File: src/rtl/id_pkg.sv
// Shared decode-stage definitions: ALU op/select codes, opcode/funct constants
// and the ID/EX pipeline register payload.
package id_pkg;

    localparam int unsigned ID_DATA_W = 32;
    localparam int unsigned ID_PC_W   = 32;
    localparam int unsigned ID_RA_W   = 5;

    typedef logic [7:0] alu_op_t;
    typedef logic [2:0] alu_sel_t;

    localparam alu_op_t EXE_NOP_OP = 8'b0000_0000;
    localparam alu_op_t EXE_AND_OP = 8'b0010_0100;
    localparam alu_op_t EXE_OR_OP  = 8'b0010_0101;
    localparam alu_op_t EXE_XOR_OP = 8'b0010_0110;
    localparam alu_op_t EXE_NOR_OP = 8'b0010_0111;
    localparam alu_op_t EXE_SLL_OP = 8'b0111_1100;
    localparam alu_op_t EXE_SRL_OP = 8'b0000_0010;
    localparam alu_op_t EXE_SRA_OP = 8'b0000_0011;
    localparam alu_op_t EXE_LW_OP  = 8'b1110_0011;

    localparam alu_sel_t EXE_RES_NOP        = 3'b000;
    localparam alu_sel_t EXE_RES_LOGIC      = 3'b001;
    localparam alu_sel_t EXE_RES_SHIFT      = 3'b010;
    localparam alu_sel_t EXE_RES_LOAD_STORE = 3'b111;

    localparam logic [5:0] OP_SPECIAL = 6'b000000;
    localparam logic [5:0] OP_ANDI    = 6'b001100;
    localparam logic [5:0] OP_ORI     = 6'b001101;
    localparam logic [5:0] OP_XORI    = 6'b001110;
    localparam logic [5:0] OP_LUI     = 6'b001111;
    localparam logic [5:0] OP_PREF    = 6'b110011;
    localparam logic [5:0] OP_LW      = 6'b100011;

    localparam logic [5:0] FN_SLL  = 6'b000000;
    localparam logic [5:0] FN_SRL  = 6'b000010;
    localparam logic [5:0] FN_SRA  = 6'b000011;
    localparam logic [5:0] FN_SLLV = 6'b000100;
    localparam logic [5:0] FN_SRLV = 6'b000110;
    localparam logic [5:0] FN_SRAV = 6'b000111;
    localparam logic [5:0] FN_SYNC = 6'b001111;
    localparam logic [5:0] FN_AND  = 6'b100100;
    localparam logic [5:0] FN_OR   = 6'b100101;
    localparam logic [5:0] FN_XOR  = 6'b100110;
    localparam logic [5:0] FN_NOR  = 6'b100111;

    typedef struct packed {
        logic                 valid;
        logic [ID_PC_W-1:0]   pc;
        alu_op_t              aluop;
        alu_sel_t             alusel;
        logic [ID_DATA_W-1:0] reg1;
        logic [ID_DATA_W-1:0] reg2;
        logic [ID_RA_W-1:0]   waddr;
        logic                 wreg;
        logic                 is_load;
        logic                 inst_invalid;
    } id_ex_t;

    // Empty ID/EX slot used for reset, flush and interlock bubbles.
    function automatic id_ex_t ex_bubble();
        id_ex_t b;
        b        = '0;
        b.aluop  = EXE_NOP_OP;
        b.alusel = EXE_RES_NOP;
        return b;
    endfunction

endpackage

File: src/rtl/id_fwd_stage_if.sv
// Decode-stage bus: IF/ID inputs, bypass sources, regfile port and ID/EX outputs.
interface id_fwd_stage_if #(
    parameter int unsigned DATA_W  = 32,
    parameter int unsigned PC_W    = 32,
    parameter int unsigned RA_W    = 5,
    parameter int unsigned NUM_FWD = 2,
    parameter int unsigned CNT_W   = 16
);
    import id_pkg::*;

    logic                      if_valid_i;
    logic [PC_W-1:0]           id_pc_i;
    logic [31:0]               id_inst_i;
    logic [NUM_FWD-1:0]        fwd_wreg_i;
    logic [NUM_FWD*RA_W-1:0]   fwd_waddr_i;
    logic [NUM_FWD*DATA_W-1:0] fwd_wdata_i;
    logic                      fwd0_is_load_i;
    logic                      stall_i;
    logic                      flush_i;
    logic [DATA_W-1:0]         reg1_data_i;
    logic [DATA_W-1:0]         reg2_data_i;
    logic                      reg1_ren_o;
    logic                      reg2_ren_o;
    logic [RA_W-1:0]           reg1_addr_o;
    logic [RA_W-1:0]           reg2_addr_o;
    logic                      stallreq_o;
    logic                      ex_valid_o;
    logic [PC_W-1:0]           ex_pc_o;
    alu_op_t                   ex_aluop_o;
    alu_sel_t                  ex_alusel_o;
    logic [DATA_W-1:0]         ex_reg1_o;
    logic [DATA_W-1:0]         ex_reg2_o;
    logic [RA_W-1:0]           ex_waddr_o;
    logic                      ex_wreg_o;
    logic                      ex_is_load_o;
    logic                      ex_inst_invalid_o;
    logic [CNT_W-1:0]          bubble_cnt_o;

    modport slave (
        input  if_valid_i, id_pc_i, id_inst_i, fwd_wreg_i, fwd_waddr_i, fwd_wdata_i,
               fwd0_is_load_i, stall_i, flush_i, reg1_data_i, reg2_data_i,
        output reg1_ren_o, reg2_ren_o, reg1_addr_o, reg2_addr_o, stallreq_o,
               ex_valid_o, ex_pc_o, ex_aluop_o, ex_alusel_o, ex_reg1_o, ex_reg2_o,
               ex_waddr_o, ex_wreg_o, ex_is_load_o, ex_inst_invalid_o, bubble_cnt_o
    );

    modport master (
        output if_valid_i, id_pc_i, id_inst_i, fwd_wreg_i, fwd_waddr_i, fwd_wdata_i,
               fwd0_is_load_i, stall_i, flush_i, reg1_data_i, reg2_data_i,
        input  reg1_ren_o, reg2_ren_o, reg1_addr_o, reg2_addr_o, stallreq_o,
               ex_valid_o, ex_pc_o, ex_aluop_o, ex_alusel_o, ex_reg1_o, ex_reg2_o,
               ex_waddr_o, ex_wreg_o, ex_is_load_o, ex_inst_invalid_o, bubble_cnt_o
    );

endinterface

File: src/rtl/id_opnd_mux.sv
// Per-port operand select: immediate when unread, zero for $0, else
// the lowest-index matching bypass source, falling back to regfile data.
module id_opnd_mux #(
    parameter int unsigned DATA_W  = 32,
    parameter int unsigned RA_W    = 5,
    parameter int unsigned NUM_FWD = 2
) (
    input  logic                      ren,
    input  logic [RA_W-1:0]           addr,
    input  logic [DATA_W-1:0]         reg_data,
    input  logic [DATA_W-1:0]         imm,
    input  logic [NUM_FWD-1:0]        fwd_wreg,
    input  logic [NUM_FWD*RA_W-1:0]   fwd_waddr,
    input  logic [NUM_FWD*DATA_W-1:0] fwd_wdata,
    output logic [DATA_W-1:0]         data_c
);

    always_comb begin
        data_c = reg_data;
        if (!ren) begin
            data_c = imm;
        end else if (addr == '0) begin
            data_c = '0;
        end else begin
            // Walk oldest to youngest so the youngest match wins.
            for (int i = int'(NUM_FWD) - 1; i >= 0; i--) begin
                if (fwd_wreg[i] && (fwd_waddr[i*RA_W +: RA_W] == addr))
                    data_c = fwd_wdata[i*DATA_W +: DATA_W];
            end
        end
    end

endmodule

File: src/rtl/id_fwd_stage.sv
// Decode stage with prioritised bypass, load-use interlock and the ID/EX
// pipeline register (flush > stall > interlock bubble > capture).
module id_fwd_stage
    import id_pkg::*;
#(
    parameter int unsigned DATA_W  = 32,
    parameter int unsigned PC_W    = 32,
    parameter int unsigned RA_W    = 5,
    parameter int unsigned NUM_FWD = 2,
    parameter int unsigned CNT_W   = 16
) (
    input logic           clk,
    input logic           rst,
    id_fwd_stage_if.slave bus
);

    logic [5:0]        op, fn;
    logic [RA_W-1:0]   rs, rt, rd, fwd0_addr;
    logic [4:0]        sa;
    logic [15:0]       imm16;
    alu_op_t           aluop_d;
    alu_sel_t          alusel_d;
    logic              ren1_d, ren2_d, wreg_d, load_d, inv_d;
    logic              ren1_c, ren2_c, stallreq_c;
    logic [RA_W-1:0]   waddr_d;
    logic [DATA_W-1:0] imm_d, opnd1_c, opnd2_c;
    id_ex_t            ex_d, ex_q;
    logic [CNT_W-1:0]  cnt_q;

    assign op    = bus.id_inst_i[31:26];
    assign rs    = RA_W'(bus.id_inst_i[25:21]);
    assign rt    = RA_W'(bus.id_inst_i[20:16]);
    assign rd    = RA_W'(bus.id_inst_i[15:11]);
    assign sa    = bus.id_inst_i[10:6];
    assign fn    = bus.id_inst_i[5:0];
    assign imm16 = bus.id_inst_i[15:0];

    // Instruction decode; anything not recognised stays flagged invalid.
    always_comb begin
        aluop_d  = EXE_NOP_OP;
        alusel_d = EXE_RES_NOP;
        ren1_d   = 1'b0;
        ren2_d   = 1'b0;
        waddr_d  = rd;
        wreg_d   = 1'b0;
        load_d   = 1'b0;
        inv_d    = 1'b1;
        imm_d    = '0;
        unique case (op)
            OP_SPECIAL: begin
                unique case (fn)
                    FN_OR, FN_AND, FN_XOR, FN_NOR, FN_SLLV, FN_SRLV, FN_SRAV: begin
                        ren1_d = 1'b1;
                        ren2_d = 1'b1;
                        wreg_d = 1'b1;
                        inv_d  = 1'b0;
                        unique case (fn)
                            FN_OR:   begin aluop_d = EXE_OR_OP;  alusel_d = EXE_RES_LOGIC; end
                            FN_AND:  begin aluop_d = EXE_AND_OP; alusel_d = EXE_RES_LOGIC; end
                            FN_XOR:  begin aluop_d = EXE_XOR_OP; alusel_d = EXE_RES_LOGIC; end
                            FN_NOR:  begin aluop_d = EXE_NOR_OP; alusel_d = EXE_RES_LOGIC; end
                            FN_SLLV: begin aluop_d = EXE_SLL_OP; alusel_d = EXE_RES_SHIFT; end
                            FN_SRLV: begin aluop_d = EXE_SRL_OP; alusel_d = EXE_RES_SHIFT; end
                            default: begin aluop_d = EXE_SRA_OP; alusel_d = EXE_RES_SHIFT; end
                        endcase
                    end
                    FN_SLL, FN_SRL, FN_SRA: begin
                        if (bus.id_inst_i[25:21] == 5'd0) begin
                            ren2_d   = 1'b1;
                            imm_d    = DATA_W'(sa);
                            wreg_d   = 1'b1;
                            inv_d    = 1'b0;
                            alusel_d = EXE_RES_SHIFT;
                            aluop_d  = (fn == FN_SLL) ? EXE_SLL_OP :
                                       (fn == FN_SRL) ? EXE_SRL_OP : EXE_SRA_OP;
                        end
                    end
                    FN_SYNC: inv_d = 1'b0;
                    default: ;
                endcase
            end
            OP_ORI, OP_ANDI, OP_XORI: begin
                ren1_d   = 1'b1;
                imm_d    = DATA_W'(imm16);
                waddr_d  = rt;
                wreg_d   = 1'b1;
                inv_d    = 1'b0;
                alusel_d = EXE_RES_LOGIC;
                aluop_d  = (op == OP_ORI)  ? EXE_OR_OP :
                           (op == OP_ANDI) ? EXE_AND_OP : EXE_XOR_OP;
            end
            OP_LUI: begin
                ren1_d   = 1'b1;
                imm_d    = DATA_W'({imm16, 16'h0000});
                waddr_d  = rt;
                wreg_d   = 1'b1;
                inv_d    = 1'b0;
                aluop_d  = EXE_OR_OP;
                alusel_d = EXE_RES_LOGIC;
            end
            OP_LW: begin
                ren1_d   = 1'b1;
                imm_d    = DATA_W'({{16{imm16[15]}}, imm16});
                waddr_d  = rt;
                wreg_d   = 1'b1;
                load_d   = 1'b1;
                inv_d    = 1'b0;
                aluop_d  = EXE_LW_OP;
                alusel_d = EXE_RES_LOAD_STORE;
            end
            OP_PREF: inv_d = 1'b0;
            default: ;
        endcase
    end

    assign ren1_c          = rst & ren1_d;
    assign ren2_c          = rst & ren2_d;
    assign bus.reg1_ren_o  = ren1_c;
    assign bus.reg2_ren_o  = ren2_c;
    assign bus.reg1_addr_o = rst ? rs : '0;
    assign bus.reg2_addr_o = rst ? rt : '0;

    id_opnd_mux #(.DATA_W(DATA_W), .RA_W(RA_W), .NUM_FWD(NUM_FWD)) u_opnd1 (
        .ren(ren1_c), .addr(rs), .reg_data(bus.reg1_data_i), .imm(imm_d),
        .fwd_wreg(bus.fwd_wreg_i), .fwd_waddr(bus.fwd_waddr_i),
        .fwd_wdata(bus.fwd_wdata_i), .data_c(opnd1_c)
    );

    id_opnd_mux #(.DATA_W(DATA_W), .RA_W(RA_W), .NUM_FWD(NUM_FWD)) u_opnd2 (
        .ren(ren2_c), .addr(rt), .reg_data(bus.reg2_data_i), .imm(imm_d),
        .fwd_wreg(bus.fwd_wreg_i), .fwd_waddr(bus.fwd_waddr_i),
        .fwd_wdata(bus.fwd_wdata_i), .data_c(opnd2_c)
    );

    // Load in EX whose result is needed now: bubble and let source 1 bypass it next cycle.
    assign fwd0_addr  = bus.fwd_waddr_i[RA_W-1:0];
    assign stallreq_c = bus.if_valid_i & bus.fwd0_is_load_i & bus.fwd_wreg_i[0] &
                        (fwd0_addr != '0) &
                        ((ren1_c & (rs == fwd0_addr)) | (ren2_c & (rt == fwd0_addr)));
    assign bus.stallreq_o = stallreq_c;

    always_comb begin
        ex_d              = ex_bubble();
        ex_d.valid        = bus.if_valid_i;
        ex_d.pc           = ID_PC_W'(bus.id_pc_i);
        ex_d.aluop        = aluop_d;
        ex_d.alusel       = alusel_d;
        ex_d.reg1         = ID_DATA_W'(opnd1_c);
        ex_d.reg2         = ID_DATA_W'(opnd2_c);
        ex_d.waddr        = ID_RA_W'(waddr_d);
        ex_d.wreg         = wreg_d & bus.if_valid_i;
        ex_d.is_load      = load_d & bus.if_valid_i;
        ex_d.inst_invalid = inv_d & bus.if_valid_i;
    end

    always_ff @(posedge clk) begin
        if (!rst) begin
            ex_q  <= ex_bubble();
            cnt_q <= '0;
        end else if (bus.flush_i) begin
            ex_q <= ex_bubble();
        end else if (!bus.stall_i) begin
            if (stallreq_c) begin
                ex_q <= ex_bubble();
                if (cnt_q != '1)
                    cnt_q <= cnt_q + CNT_W'(1);
            end else begin
                ex_q <= ex_d;
            end
        end
    end

    assign bus.ex_valid_o        = ex_q.valid;
    assign bus.ex_pc_o           = PC_W'(ex_q.pc);
    assign bus.ex_aluop_o        = ex_q.aluop;
    assign bus.ex_alusel_o       = ex_q.alusel;
    assign bus.ex_reg1_o         = DATA_W'(ex_q.reg1);
    assign bus.ex_reg2_o         = DATA_W'(ex_q.reg2);
    assign bus.ex_waddr_o        = RA_W'(ex_q.waddr);
    assign bus.ex_wreg_o         = ex_q.wreg;
    assign bus.ex_is_load_o      = ex_q.is_load;
    assign bus.ex_inst_invalid_o = ex_q.inst_invalid;
    assign bus.bubble_cnt_o      = cnt_q;

endmodule

File: src/flat_wrapper.sv
// flat-port wrapper written by rule: the top's interface ports become plain ports
module id_fwd_stage_flat import id_pkg::*;
#(
    parameter int unsigned DATA_W  = 32,
    parameter int unsigned PC_W    = 32,
    parameter int unsigned RA_W    = 5,
    parameter int unsigned NUM_FWD = 2,
    parameter int unsigned CNT_W   = 16
)
  (clk, rst, bus_if_valid_i, bus_id_pc_i, bus_id_inst_i, bus_fwd_wreg_i, bus_fwd_waddr_i, bus_fwd_wdata_i, bus_fwd0_is_load_i, bus_stall_i, bus_flush_i, bus_reg1_data_i, bus_reg2_data_i, bus_reg1_ren_o, bus_reg2_ren_o, bus_reg1_addr_o, bus_reg2_addr_o, bus_stallreq_o, bus_ex_valid_o, bus_ex_pc_o, bus_ex_aluop_o, bus_ex_alusel_o, bus_ex_reg1_o, bus_ex_reg2_o, bus_ex_waddr_o, bus_ex_wreg_o, bus_ex_is_load_o, bus_ex_inst_invalid_o, bus_bubble_cnt_o);
  id_fwd_stage_if #(.DATA_W(DATA_W), .PC_W(PC_W), .RA_W(RA_W), .NUM_FWD(NUM_FWD), .CNT_W(CNT_W)) bus_i ();
  input logic clk;
  input logic rst;
  input wire logic [$bits(bus_i.if_valid_i)-1:0] bus_if_valid_i;
  input wire logic [$bits(bus_i.id_pc_i)-1:0] bus_id_pc_i;
  input wire logic [$bits(bus_i.id_inst_i)-1:0] bus_id_inst_i;
  input wire logic [$bits(bus_i.fwd_wreg_i)-1:0] bus_fwd_wreg_i;
  input wire logic [$bits(bus_i.fwd_waddr_i)-1:0] bus_fwd_waddr_i;
  input wire logic [$bits(bus_i.fwd_wdata_i)-1:0] bus_fwd_wdata_i;
  input wire logic [$bits(bus_i.fwd0_is_load_i)-1:0] bus_fwd0_is_load_i;
  input wire logic [$bits(bus_i.stall_i)-1:0] bus_stall_i;
  input wire logic [$bits(bus_i.flush_i)-1:0] bus_flush_i;
  input wire logic [$bits(bus_i.reg1_data_i)-1:0] bus_reg1_data_i;
  input wire logic [$bits(bus_i.reg2_data_i)-1:0] bus_reg2_data_i;
  output wire logic [$bits(bus_i.reg1_ren_o)-1:0] bus_reg1_ren_o;
  output wire logic [$bits(bus_i.reg2_ren_o)-1:0] bus_reg2_ren_o;
  output wire logic [$bits(bus_i.reg1_addr_o)-1:0] bus_reg1_addr_o;
  output wire logic [$bits(bus_i.reg2_addr_o)-1:0] bus_reg2_addr_o;
  output wire logic [$bits(bus_i.stallreq_o)-1:0] bus_stallreq_o;
  output wire logic [$bits(bus_i.ex_valid_o)-1:0] bus_ex_valid_o;
  output wire logic [$bits(bus_i.ex_pc_o)-1:0] bus_ex_pc_o;
  output wire logic [$bits(bus_i.ex_aluop_o)-1:0] bus_ex_aluop_o;
  output wire logic [$bits(bus_i.ex_alusel_o)-1:0] bus_ex_alusel_o;
  output wire logic [$bits(bus_i.ex_reg1_o)-1:0] bus_ex_reg1_o;
  output wire logic [$bits(bus_i.ex_reg2_o)-1:0] bus_ex_reg2_o;
  output wire logic [$bits(bus_i.ex_waddr_o)-1:0] bus_ex_waddr_o;
  output wire logic [$bits(bus_i.ex_wreg_o)-1:0] bus_ex_wreg_o;
  output wire logic [$bits(bus_i.ex_is_load_o)-1:0] bus_ex_is_load_o;
  output wire logic [$bits(bus_i.ex_inst_invalid_o)-1:0] bus_ex_inst_invalid_o;
  output wire logic [$bits(bus_i.bubble_cnt_o)-1:0] bus_bubble_cnt_o;
  assign bus_i.if_valid_i = bus_if_valid_i;
  assign bus_i.id_pc_i = bus_id_pc_i;
  assign bus_i.id_inst_i = bus_id_inst_i;
  assign bus_i.fwd_wreg_i = bus_fwd_wreg_i;
  assign bus_i.fwd_waddr_i = bus_fwd_waddr_i;
  assign bus_i.fwd_wdata_i = bus_fwd_wdata_i;
  assign bus_i.fwd0_is_load_i = bus_fwd0_is_load_i;
  assign bus_i.stall_i = bus_stall_i;
  assign bus_i.flush_i = bus_flush_i;
  assign bus_i.reg1_data_i = bus_reg1_data_i;
  assign bus_i.reg2_data_i = bus_reg2_data_i;
  assign bus_reg1_ren_o = bus_i.reg1_ren_o;
  assign bus_reg2_ren_o = bus_i.reg2_ren_o;
  assign bus_reg1_addr_o = bus_i.reg1_addr_o;
  assign bus_reg2_addr_o = bus_i.reg2_addr_o;
  assign bus_stallreq_o = bus_i.stallreq_o;
  assign bus_ex_valid_o = bus_i.ex_valid_o;
  assign bus_ex_pc_o = bus_i.ex_pc_o;
  assign bus_ex_aluop_o = bus_i.ex_aluop_o;
  assign bus_ex_alusel_o = bus_i.ex_alusel_o;
  assign bus_ex_reg1_o = bus_i.ex_reg1_o;
  assign bus_ex_reg2_o = bus_i.ex_reg2_o;
  assign bus_ex_waddr_o = bus_i.ex_waddr_o;
  assign bus_ex_wreg_o = bus_i.ex_wreg_o;
  assign bus_ex_is_load_o = bus_i.ex_is_load_o;
  assign bus_ex_inst_invalid_o = bus_i.ex_inst_invalid_o;
  assign bus_bubble_cnt_o = bus_i.bubble_cnt_o;
  id_fwd_stage #(.DATA_W(DATA_W), .PC_W(PC_W), .RA_W(RA_W), .NUM_FWD(NUM_FWD), .CNT_W(CNT_W)) u_core (.clk(clk), .rst(rst), .bus(bus_i));
endmodule
File: config.mk
export PLATFORM = sky130hd
export DESIGN_NAME = id_fwd_stage_flat
export DESIGN_NICKNAME = d
export VERILOG_FILES = /design/src/rtl/id_pkg.sv /design/src/rtl/id_fwd_stage_if.sv /design/src/rtl/id_opnd_mux.sv /design/src/rtl/id_fwd_stage.sv /design/src/flat_wrapper.sv
export SDC_FILE = /design/constraint.sdc
export NUM_CORES = 1
export LEC_CHECK = 0
export CAP_MARGIN = 20
export CORE_MARGIN = 1
export CORE_UTILIZATION = 32
export CTS_CLUSTER_SIZE = 10
export DETAILED_ROUTE_END_ITERATION = 7
export PLACE_DENSITY = 0.72
export SLEW_MARGIN = 20
export SYNTH_ARGS = -nofsm -noshare
export SYNTH_HDL_FRONTEND = slang
export SYNTH_SLANG_ARGS = --single-unit
export TNS_END_PERCENT = 1
File: constraint.sdc
create_clock -name clk -period 8.65 [get_ports clk]
set_clock_uncertainty 0.2 [all_clocks]
set_input_delay 2.595 -clock clk [delete_from_list [all_inputs] [get_ports clk]]
set_output_delay 2.595 -clock clk [all_outputs]
set_load 0.03 [all_outputs]
==> impl_metrics.env <==
export IMPL_outcome="complete, no violations"
export IMPL_final_common_cell="clkdlybuf4s50_1"
export IMPL_comb_power_share=0.178
export IMPL_cp_required_ns=5.86
export IMPL_cts_sinks=131
export IMPL_r2r_start="u_core.bus.bubble_cnt_o[0]$_SDFFE_PN0P_"
export IMPL_critPathLaunchType="input port"
export IMPL_hp_start="u_core.bus.ex_reg2_o[0]$_SDFFE_PP0N_"
export IMPL_viasPerCell=5.69
export IMPL_maxSlewViolCount=0
export IMPL_clockRootBuffer="clkbuf_16"
export IMPL_post_cts_buffers=0
export IMPL_place_hpwl_um=24700
export IMPL_sw_frac_of_total=0.272
export IMPL_max_slew_margin=0.232
export IMPL_fp_dieH_um=155
export IMPL_grt_ovfl_total=0
export IMPL_layout_common_cells="clkdlybuf4s50_1 (351), dfxtp_1 (131), nand2_1 (126), a21oi_1 (65), nor2_1 (60)"
export IMPL_avgRoutedWirePerCell_um=21.4
export IMPL_crit_top_cell="clkdlybuf4s50_1"
export IMPL_syn_area_per_cell_um2=7.84
export IMPL_drv_cap=0
export IMPL_grt_max_degree=68
export IMPL_power_total_uw=1640
export IMPL_final_util=0.522
export IMPL_worstHoldPathType="reg2reg"
export IMPL_globalRouteTotalUtil=0.275
export IMPL_synth_seq_cells=131
export IMPL_route_antenna_remaining_nets=0
export IMPL_r2r_cells=7
export IMPL_clk_pin_slew_ns=0.06
export IMPL_timing_reg2reg_setup_slack_ns=6.26
export IMPL_cts_tree="built"
export IMPL_globalplace_congestion=0.909
export IMPL_ys_flop_type="dfxtp_1"
export IMPL_fin_ws_ns=0.255
export IMPL_p_switching_uw=447
export IMPL_p_seq_frac=0.374
export IMPL_holdWs_ns=0.248
export IMPL_async_reset_ff_frac=0
export IMPL_cts_buffers=17
export IMPL_path_cells="clkdlybuf4s50_1 > or4_4 > or4b_4 > a2111oi_2 > a31oi_2 > inv_2 > clkdlybuf4s50_1"
export IMPL_layout_drive_gt1_share=0.0671
export IMPL_synth_edff_count=0
export IMPL_r2r_end="u_core.bus.bubble_cnt_o[8]$_SDFFE_PN0P_"
export IMPL_htreeDepth=4
export IMPL_dieArea_um2=24200
export IMPL_coreArea_um2=22800
export IMPL_dp_slack_ns=0.280
export IMPL_die_w_um=155
export IMPL_setup_viol=0
export IMPL_power_share_clock=0.448
export IMPL_max_freq_ghz=0.119
export IMPL_period_minus_slack_ns=8.40
export IMPL_ios=355
export IMPL_num_rows=55
export IMPL_initial_core_util=0.330
export IMPL_antenna_found_initial=1
export IMPL_hold_viol=0
export IMPL_synthCells=961
export IMPL_drc=0
export IMPL_drt_total_wl_um=34200
export IMPL_firstDrtPassIters=5
export IMPL_drt_iter0_drc=728
export IMPL_grt_pass1_wl_um=50900
export IMPL_cts_buffer_depth=2
export IMPL_ys_types=61
export IMPL_fin_nets=1479
export IMPL_yosysSeqAreaShare=0.348
export IMPL_critPathArrivalTime_ns=5.60
export IMPL_crit_type="in2out"
export IMPL_rsz0062_at_grt="false"
export IMPL_max_vdd_ir_drop_mv=0.108
export IMPL_worstHoldPathCells=2
export IMPL_fin_tns_setup_ns=0
export IMPL_hold_buffers=0
export IMPL_ys_warn_count=0
export IMPL_cellPowerDensity_nw_per_um2=138
export IMPL_slowest_delay_ns=0.69
export IMPL_clk_latency_ns=0.41
export IMPL_syn_area_um2=7540
export IMPL_cp_slowest_cell="clkdlybuf4s50_1"
export IMPL_p_int_uw=1200
export IMPL_area_delta_synth_final_pct=58.3
export IMPL_p_leak_uw=0.00417
export IMPL_fin_crit_sh=0.971
export IMPL_timing_critical_path_buf_inv=3
export IMPL_via_count=9076
export IMPL_critPathTopFamily="buffers and inverters"
export IMPL_min_to="u_core.bus.ex_reg2_o[0]$_SDFFE_PP0N_"
export IMPL_end_kind="output port"
export IMPL_cts_resized_gates=0
export IMPL_synthesis_nets=1172
export IMPL_grt_pass1_vias=8741
export IMPL_worst_pin_slew_ns=1.15
export IMPL_io_buffers=354
export IMPL_cp_max_fo=7
## power groups by stage
stage | sequential, µW | combinational [µW] | clock, µW
detailed placement | 628 | 289 | 0
global placement | 628 | 288 | 0
global route | 615 | 311 | 774
floorplan | 642 | 106 | 0
CTS | 614 | 291 | 747
finish | 614 | 293 | 737
## worst reg2reg max path, stage by stage, from the launching register on
cell and delay, ns:
dfxtp_1 0.42, ha_1 0.19, and2_1 0.28, nand2_1 0.13, o31ai_2 0.52, buf_4 0.31, or4_1 0.15, a21oi_1 0.06
## cells by family after synthesis
logic type,count (synthesis),synth area share
DFF,131,0.348
xor gates and xnor gates,20,0.0232
buffers and inverters,98,0.0520
muxes,8,0.0115
AOI/OAI and AO/OA,349,0.336
and+or+nand+nor,354,0.228
adders and majority gates,1,0.00166
## routing by layer
layer	track usage	part of all wire	vias to the layer above
met5	0	0	-
met4	0.123	0.036	0
met3	0.0646	0.084	70
met2	0.446	0.46	503
met1	0.345	0.42	4272
li1	-	-	4231
## registers in the layout, indices dropped and copies added (netlist names)
signal	cells
u_core.bus.ex_valid_o	1
u_core.bus.bubble_cnt_o	16
u_core.bus.ex_waddr_o	5
u_core.bus.ex_reg1_o	32
u_core.bus.ex_reg2_o	32
u_core.bus.ex_is_load_o	1
u_core.bus.ex_wreg_o	1
u_core.bus.ex_aluop_o	7
u_core.bus.ex_alusel_o	3
u_core.bus.ex_inst_invalid_o	1
u_core.bus.ex_pc_o	32
## synthesized netlist by cell type, drive strengths merged, types with 5 or more instances
library cell / count / area, µm²
a221oi: 44 / 385
o32ai: 12 / 105
a2bb2oi: 11 / 96.3
xnor2: 15 / 131
a221o: 10 / 100
and3: 6 / 37.5
o32a: 5 / 50.1
nor3: 9 / 45.0
and2: 48 / 300
dfxtp: 131 / 2620
o21a: 10 / 75.1
a22o: 30 / 263
or4: 15 / 116
mux2: 5 / 56.3
o211ai: 14 / 105
o21ai: 42 / 210
nand3: 57 / 285
a21boi: 12 / 90.1
a22oi: 9 / 67.6
a21oi: 65 / 325
buf: 10 / 61.3
a211oi: 11 / 82.6
nand2: 126 / 473
a21o: 12 / 90.1
o31ai: 30 / 225
a31oi: 15 / 100
o31a: 10 / 87.6
nor2: 63 / 236
clkbuf: 83 / 312
xor2: 5 / 43.8
inv: 5 / 18.8
## how the worst max path moves through the flow
stage	slack, ns	cells past startpoint	start	to
floorplan	1.33	6	bus_id_inst_i[26]	bus_reg2_ren_o
global placement	0.33	7	bus_id_inst_i[27]	bus_stallreq_o
detailed placement	0.28	7	bus_id_inst_i[27]	bus_stallreq_o
CTS	0.27	7	bus_id_inst_i[27]	bus_stallreq_o
global route	0.12	7	bus_id_inst_i[27]	bus_stallreq_o
finish	0.25	7	bus_id_inst_i[27]	bus_stallreq_o
## stage by stage
stage	instance area, µm²	std cells
CTS	11900	1594
global placement	11300	1562
finish	11900	1595
floorplan	7540	961
global route	11900	1595
detailed placement	11300	1562
## cell type report
type / instances / area, µm²
Inverter: 5 / 18.8
Timing Repair Buffer: 381 / 3740
Antenna cell: 1 / 2.50
Fill cell: 2219 / 10900
Multi-Input combinational cell: 732 / 4570
Clock inverter: 14 / 151
Tap cell: 313 / 392
Sequential cell: 131 / 2620
Clock buffer: 18 / 439
No activity file was read; power rests on OpenSTA's default activity.
